[src/rtl/mem_stage.sv]
// mem_stage -- MEM stage of a 5-stage MIPS pipeline.
//
// Takes the EX-stage ALU result as an effective address, runs one access on
// a req/ack data-memory port, aligns/extends load data, builds store byte
// enables and replicated write data, and hands a write-back packet to WB.
// EX is stalled (in_ready low) while an access is outstanding.
//
// Optional build macro: MEM_TIMEOUT_EN adds a dm_ack watchdog and the
// exc_bus output. Without it, WAIT persists until dm_ack arrives.
//
// Ports:
//   clk, rst_n          clock, synchronous active-low reset
//   in_valid/in_ready   EX handshake: an instruction is taken on a rising
//                       edge where in_valid && in_ready (in_ready = IDLE)
//   alu_c, store_data   address / pass-through data, store source value
//   mem_op, rd_in, wen_in  operation code, destination, write enable
//   dm_*                data-memory port; dm_req held with all dm_* stable
//                       until the single-cycle dm_ack, dm_rdata valid then
//   out_*               WB packet, qualified by the one-cycle out_valid
//   exc_misalign, exc_addr  misaligned-access pulse and faulting address
//   exc_bus             watchdog timeout pulse (MEM_TIMEOUT_EN only)
module mem_stage #(
  parameter int TIMEOUT_CYC = 16
) (
  input  logic        clk,
  input  logic        rst_n,
  input  logic        in_valid,
  output logic        in_ready,
  input  logic [31:0] alu_c,
  input  logic [31:0] store_data,
  input  logic [3:0]  mem_op,
  input  logic [4:0]  rd_in,
  input  logic        wen_in,
  output logic        dm_req,
  output logic        dm_we,
  output logic [31:0] dm_addr,
  output logic [3:0]  dm_be,
  output logic [31:0] dm_wdata,
  input  logic        dm_ack,
  input  logic [31:0] dm_rdata,
  output logic        out_valid,
  output logic [31:0] out_data,
  output logic [4:0]  out_rd,
  output logic        out_wen,
  output logic        exc_misalign,
  output logic [31:0] exc_addr
`ifdef MEM_TIMEOUT_EN
  ,
  output logic        exc_bus
`endif
);

  typedef enum logic {S_IDLE = 1'b0, S_WAIT = 1'b1} state_t;

  localparam logic [3:0] OP_LB  = 4'd1;
  localparam logic [3:0] OP_LBU = 4'd2;
  localparam logic [3:0] OP_LH  = 4'd3;
  localparam logic [3:0] OP_LHU = 4'd4;
  localparam logic [3:0] OP_LW  = 4'd5;
  localparam logic [3:0] OP_SB  = 4'd6;
  localparam logic [3:0] OP_SH  = 4'd7;
  localparam logic [3:0] OP_SW  = 4'd8;

  state_t      state_q, state_d;
  logic        dm_req_q, dm_req_d;
  logic        dm_we_q, dm_we_d;
  logic [31:0] dm_addr_q, dm_addr_d;
  logic [3:0]  dm_be_q, dm_be_d;
  logic [31:0] dm_wdata_q, dm_wdata_d;
  logic        out_valid_q, out_valid_d;
  logic [31:0] out_data_q, out_data_d;
  logic [4:0]  out_rd_q, out_rd_d;
  logic        out_wen_q, out_wen_d;
  logic        exc_mis_q, exc_mis_d;
  logic [31:0] exc_addr_q, exc_addr_d;
  logic [3:0]  op_q, op_d;
  logic [1:0]  off_q, off_d;
  logic [4:0]  rd_q, rd_d;
  logic        wen_q, wen_d;
`ifdef MEM_TIMEOUT_EN
  localparam int CW = $clog2(TIMEOUT_CYC + 1);
  logic [CW-1:0] cnt_q, cnt_d;
  logic          exc_bus_q, exc_bus_d;
`endif

  // Decode of the incoming operation.
  logic        is_load, is_store, is_mem, misalign;
  logic [3:0]  be_new;
  logic [31:0] wdata_new;
  // Load alignment of the returned word using the latched op/offset.
  logic [7:0]  sel_byte;
  logic [15:0] sel_half;
  logic [31:0] load_data;

  always_comb begin
    is_load   = (mem_op >= OP_LB) && (mem_op <= OP_LW);
    is_store  = (mem_op >= OP_SB) && (mem_op <= OP_SW);
    is_mem    = is_load || is_store;
    misalign  = 1'b0;
    be_new    = 4'b1111;
    wdata_new = 32'd0;
    case (mem_op)
      OP_LH, OP_LHU: misalign = alu_c[0];
      OP_LW:         misalign = (alu_c[1:0] != 2'b00);
      OP_SB: begin
        be_new    = 4'b0001 << alu_c[1:0];
        wdata_new = {4{store_data[7:0]}};
      end
      OP_SH: begin
        misalign  = alu_c[0];
        be_new    = 4'b0011 << alu_c[1:0];
        wdata_new = {2{store_data[15:0]}};
      end
      OP_SW: begin
        misalign  = (alu_c[1:0] != 2'b00);
        wdata_new = store_data;
      end
      default: ;
    endcase
  end

  always_comb begin
    case (off_q)
      2'd0:    sel_byte = dm_rdata[7:0];
      2'd1:    sel_byte = dm_rdata[15:8];
      2'd2:    sel_byte = dm_rdata[23:16];
      default: sel_byte = dm_rdata[31:24];
    endcase
    sel_half = off_q[1] ? dm_rdata[31:16] : dm_rdata[15:0];
    case (op_q)
      OP_LB:   load_data = {{24{sel_byte[7]}}, sel_byte};
      OP_LBU:  load_data = {24'd0, sel_byte};
      OP_LH:   load_data = {{16{sel_half[15]}}, sel_half};
      OP_LHU:  load_data = {16'd0, sel_half};
      OP_LW:   load_data = dm_rdata;
      default: load_data = 32'd0;  // stores retire with zero data
    endcase
  end

  always_comb begin
    state_d     = state_q;
    dm_req_d    = dm_req_q;
    dm_we_d     = dm_we_q;
    dm_addr_d   = dm_addr_q;
    dm_be_d     = dm_be_q;
    dm_wdata_d  = dm_wdata_q;
    out_valid_d = 1'b0;
    out_data_d  = out_data_q;
    out_rd_d    = out_rd_q;
    out_wen_d   = out_wen_q;
    exc_mis_d   = 1'b0;
    exc_addr_d  = exc_addr_q;
    op_d        = op_q;
    off_d       = off_q;
    rd_d        = rd_q;
    wen_d       = wen_q;
`ifdef MEM_TIMEOUT_EN
    cnt_d       = cnt_q;
    exc_bus_d   = 1'b0;
`endif
    case (state_q)
      S_IDLE: begin
        if (in_valid) begin
          if (!is_mem) begin
            out_valid_d = 1'b1;
            out_data_d  = alu_c;
            out_rd_d    = rd_in;
            out_wen_d   = wen_in;
          end else if (misalign) begin
            exc_mis_d   = 1'b1;
            exc_addr_d  = alu_c;
            out_valid_d = 1'b1;
            out_wen_d   = 1'b0;
          end else begin
            state_d    = S_WAIT;
            dm_req_d   = 1'b1;
            dm_we_d    = is_store;
            dm_addr_d  = {alu_c[31:2], 2'b00};
            dm_be_d    = be_new;
            dm_wdata_d = wdata_new;
            op_d       = mem_op;
            off_d      = alu_c[1:0];
            rd_d       = rd_in;
            wen_d      = wen_in & ~is_store;
`ifdef MEM_TIMEOUT_EN
            cnt_d      = '0;
`endif
          end
        end
      end
      default: begin  // S_WAIT
        if (dm_ack) begin
          state_d     = S_IDLE;
          dm_req_d    = 1'b0;
          dm_we_d     = 1'b0;
          out_valid_d = 1'b1;
          out_data_d  = load_data;
          out_rd_d    = rd_q;
          out_wen_d   = wen_q;
        end
`ifdef MEM_TIMEOUT_EN
        // An ack in the final counted cycle takes priority over the timeout.
        else if (cnt_q == CW'(TIMEOUT_CYC - 1)) begin
          state_d     = S_IDLE;
          dm_req_d    = 1'b0;
          dm_we_d     = 1'b0;
          exc_bus_d   = 1'b1;
          exc_addr_d  = {dm_addr_q[31:2], off_q};
          out_valid_d = 1'b1;
          out_wen_d   = 1'b0;
        end else begin
          cnt_d = cnt_q + CW'(1);
        end
`endif
      end
    endcase
  end

  always_ff @(posedge clk) begin
    if (!rst_n) begin
      state_q     <= S_IDLE;
      dm_req_q    <= 1'b0;
      dm_we_q     <= 1'b0;
      dm_addr_q   <= 32'd0;
      dm_be_q     <= 4'd0;
      dm_wdata_q  <= 32'd0;
      out_valid_q <= 1'b0;
      out_data_q  <= 32'd0;
      out_rd_q    <= 5'd0;
      out_wen_q   <= 1'b0;
      exc_mis_q   <= 1'b0;
      exc_addr_q  <= 32'd0;
      op_q        <= 4'd0;
      off_q       <= 2'd0;
      rd_q        <= 5'd0;
      wen_q       <= 1'b0;
`ifdef MEM_TIMEOUT_EN
      cnt_q       <= '0;
      exc_bus_q   <= 1'b0;
`endif
    end else begin
      state_q     <= state_d;
      dm_req_q    <= dm_req_d;
      dm_we_q     <= dm_we_d;
      dm_addr_q   <= dm_addr_d;
      dm_be_q     <= dm_be_d;
      dm_wdata_q  <= dm_wdata_d;
      out_valid_q <= out_valid_d;
      out_data_q  <= out_data_d;
      out_rd_q    <= out_rd_d;
      out_wen_q   <= out_wen_d;
      exc_mis_q   <= exc_mis_d;
      exc_addr_q  <= exc_addr_d;
      op_q        <= op_d;
      off_q       <= off_d;
      rd_q        <= rd_d;
      wen_q       <= wen_d;
`ifdef MEM_TIMEOUT_EN
      cnt_q       <= cnt_d;
      exc_bus_q   <= exc_bus_d;
`endif
    end
  end

  assign in_ready     = (state_q == S_IDLE);
  assign dm_req       = dm_req_q;
  assign dm_we        = dm_we_q;
  assign dm_addr      = dm_addr_q;
  assign dm_be        = dm_be_q;
  assign dm_wdata     = dm_wdata_q;
  assign out_valid    = out_valid_q;
  assign out_data     = out_data_q;
  assign out_rd       = out_rd_q;
  assign out_wen      = out_wen_q;
  assign exc_misalign = exc_mis_q;
  assign exc_addr     = exc_addr_q;
`ifdef MEM_TIMEOUT_EN
  assign exc_bus      = exc_bus_q;
`endif

endmodule

[config.mk]
export PLATFORM = sky130hd
export DESIGN_NAME = mem_stage
export DESIGN_NICKNAME = d
export VERILOG_FILES = /design/src/rtl/mem_stage.sv
export SDC_FILE = /design/constraint.sdc
export NUM_CORES = 1
export LEC_CHECK = 0
export CAP_MARGIN = 20
export CORE_ASPECT_RATIO = 1.2
export CORE_MARGIN = 4
export CORE_UTILIZATION = 32
export CTS_BUF_LIST = sky130_fd_sc_hd__clkbuf_16
export CTS_CLUSTER_DIAMETER = 200
export DETAILED_ROUTE_END_ITERATION = 8
export DONT_BUFFER_PORTS = 1
export SYNTH_ARGS = -nofsm -noshare
export SYNTH_HDL_FRONTEND = slang
export SYNTH_SLANG_ARGS = --single-unit
export TNS_END_PERCENT = 30
[constraint.sdc]
create_clock -name clk -period 1.8 [get_ports clk]
set_input_delay 0.18 -clock clk [delete_from_list [all_inputs] [get_ports clk]]
set_output_delay 0.18 -clock clk [all_outputs]
set_load 0.02 [all_outputs]
==> flow_metrics.tcl <==
set metrics [dict create \
    status "finished clean" \
    required_ns 2.16 \
    core_um2 20470 \
    drt_iter0_markers 441 \
    final_util 0.4230 \
    p_per_area_nw_per_um2 977.8 \
    grt_pass1_wl_um 38160 \
    die_h_um 167.1 \
    holdWs_ns 0.01182 \
    place.gp.congestion 0.7963 \
    wl_um 25570 \
    grt_antenna_before_repair 0 \
    drv_cap 0 \
    wire_per_inst_um 21.59 \
    syn_to_final_growth_pct 28.24 \
    io_buffers 0 \
    peakVddDrop_v 0.0005854 \
    die-area_um2 23500 \
    crit_path_start_kind "flip-flop" \
    fillers 1999 \
    synth_cell_type_count 55 \
    crit_arrival_ns 2.08 \
    yosysSeqAreaShare 0.4537 \
    synth_cells 831 \
    rows 57 \
    numClockSinks 153 \
    worst_pin_slew_ns 0.9427 \
    hpwl_um 16780 \
    grt_usage 0.2062 \
    cts_max_path_buffers 2 \
    slew_headroom 0.3715 \
    fin_nets 1016 \
    start_util 0.3298 \
    grt_max_degree 112 \
    ioPinCount 253 \
    diodes 0 \
    cp_max_fo 7 \
    grt_overflow 0 \
    finalSetupViolCount 0 \
    place_area_um2 7068 \
    min_path_type "input port to flip-flop" \
    grt_pass1_vias 6475 \
    rsz0062_at_grt "false" \
    fin_skew_ns 0.01607 \
    crit_path_end_kind "flip-flop" \
    finalInstanceArea_um2 8658 \
    cts_setup_buffers 0 \
    avgSynthCellArea_um2 8.125 \
    yosys_warnings 0 \
    final_common_cell "dfxtp_1" \
    p_leak_nw 3.087 \
    dieWidth_um 140.6 \
    synth_seq_cells 153 \
    drc 0 \
    drv_slew 0 \
    antenna_left 0 \
    synth-edff-count 0 \
    hold_viol 0 \
    cts_root_buffer "clkbuf_16" \
    layout_common_cells "dfxtp_1, nand2_1, dlygate4sd3_1, nor2_1, a21oi_1" \
    cts_tree "yes" \
    met3_usage 0.07473 \
    power_mw 8.466 \
    first_pass_iters 6 \
    ys.flop_type "dfxtp_1" \
    critical_path_class "flip-flop to flip-flop" \
    grt.busiest_layer "met2" \
    cts-buffers-inserted 17 \
    synth_area_um2 6751 \
    finalCriticalPeriod_ns 1.713 \
    cts.clk_slew.worst_paths_ns 0.07 \
    fin_crit_sh 0.9516 \
    vias 6517 \
    fmax_mhz 583.8 \
    met1_usage 0.2379 \
    tns_ns 0 \
    drive_gt1_frac 0.1066 \
    grtUsageMet2 0.3454 \
    async_flop_share 0 \
    clk_latency_ns 0.42 \
    viasPerCell 5.504 \
    cts_max_level 4 \
]
[registers in the layout, indices dropped and copies added, names as in the netlist, 2 cells and up]
register  cells
op_q          4
out_rd        5
exc_addr     32
dm_be         4
out_data     32
rd_q          5
off_q         2
dm_addr      30
dm_wdata     32
[cell usage after synthesis, types with 2 or more instances]
cell / n / share of area
a311oi_1: 2 / 0.0026
clkinv_1: 2 / 0.0011
a21oi_1: 76 / 0.056
dfxtp_1: 153 / 0.45
mux2i_1: 32 / 0.047
nand2_1: 136 / 0.076
a221oi_1: 9 / 0.012
nand2b_1: 4 / 0.0037
nand4_1: 3 / 0.0028
nor2_1: 86 / 0.048
buf_6: 2 / 0.0033
a21boi_0: 2 / 0.0022
buf_2: 23 / 0.017
o21ai_0: 46 / 0.034
nor3b_1: 3 / 0.0033
o21a_1: 3 / 0.0033
clkbuf_1: 42 / 0.023
nand3b_1: 2 / 0.0022
o221a_2: 16 / 0.027
a22oi_1: 15 / 0.017
and3_1: 3 / 0.0028
buf_4: 8 / 0.0089
nor3_1: 30 / 0.022
buf_1: 2 / 0.0011
mux2_2: 2 / 0.0033
a21o_1: 2 / 0.0022
a211oi_1: 22 / 0.024
nor2b_1: 4 / 0.0037
nand3_1: 60 / 0.044
o221ai_1: 8 / 0.010
inv_1: 3 / 0.0017
a32o_1: 7 / 0.010
[per-stage QoR]
| stage | cells | setup slack, ns |
|---|---|---|
| floorplan | 832 | 0.09947 |
| global placement | 1052 | 0.07784 |
| detailed placement | 1052 | 0.07097 |
| CTS | 1178 | 0.06076 |
| global route | 1184 | 0.02386 |
| finish | 1184 | 0.08706 |
[kinds of logic (layout without fill, tap and decap cells)]
group / Yosys count / count (layout) / synth area share
AND/OR/NAND/NOR: 340 / 340 / 0.2203
AO/OA/AOI/OAI: 218 / 218 / 0.2139
flip-flops: 153 / 153 / 0.4537
buffers and inverters: 83 / 170 / 0.05708
multiplexers: 34 / 34 / 0.05078
XOR/XNOR: 2 / 2 / 0.003707
other: 1 / 2 / 0.0005554
[layout make-up]
| class | instances | area (um2) | area share |
|---|---|---|---|
| multi-input combinational | 596 | 3353 | 0.3873 |
| sequential | 153 | 3065 | 0.3540 |
| timing repair buffer | 132 | 1321 | 0.1526 |
| clock buffer | 17 | 425.4 | 0.04913 |
| tap | 265 | 331.6 | 0.03829 |
| clock inverter | 15 | 138.9 | 0.01604 |
| inverter | 6 | 22.52 | 0.002601 |
[final timing paths]
path / startpoint / end / slack, ns / depth (start not counted)
worst min-delay path: store_data[30] / dm_wdata[30]$_SDFFE_PN0P_ / 0.01 / 2
worst max register to register: op_q[2]$_SDFFE_PN0P_ / out_data[5]$_SDFFE_PN0P_ / 0.09 / 5
worst max-delay path: op_q[2]$_SDFFE_PN0P_ / out_data[5]$_SDFFE_PN0P_ / 0.09 / 5
worst min register to register: rd_q[0]$_SDFFE_PN0P_ / rd_q[0]$_SDFFE_PN0P_ / 0.45 / 2
[what timing repair did]
| action | CTS | global route |
|---|---|---|
| resized for setup | 0 | 2 |
| hold buffers | 94 | 6 |
| hold endpoints to repair | 146 | 63 |
| endpoints found under the setup margin | 0 | 4 |
[power by group]
part / internal, mW / switching [mW] / total, mW
sequential: 3.58 / 0.372 / 3.95
combinational: 0.466 / 0.554 / 1.02
clock: 1.93 / 1.57 / 3.50
total: 5.97 / 2.49 / 8.47
[layer usage]
metal | share of wire | up-vias
met1 | 0.38 | 3062
met4 | 0.036 | 0
met3 | 0.10 | 47
met5 | 0 | -
met2 | 0.48 | 301
li1 | - | 3107
[worst max-delay path, stage by stage (launching register included)]
cell      delay, ns
dfxtp_1        0.37
buf_4          0.18
or3_1          0.34
a21o_1         0.28
o221ai_1       0.32
a32o_1         0.17
No activity file was read; power rests on OpenSTA's default activity.
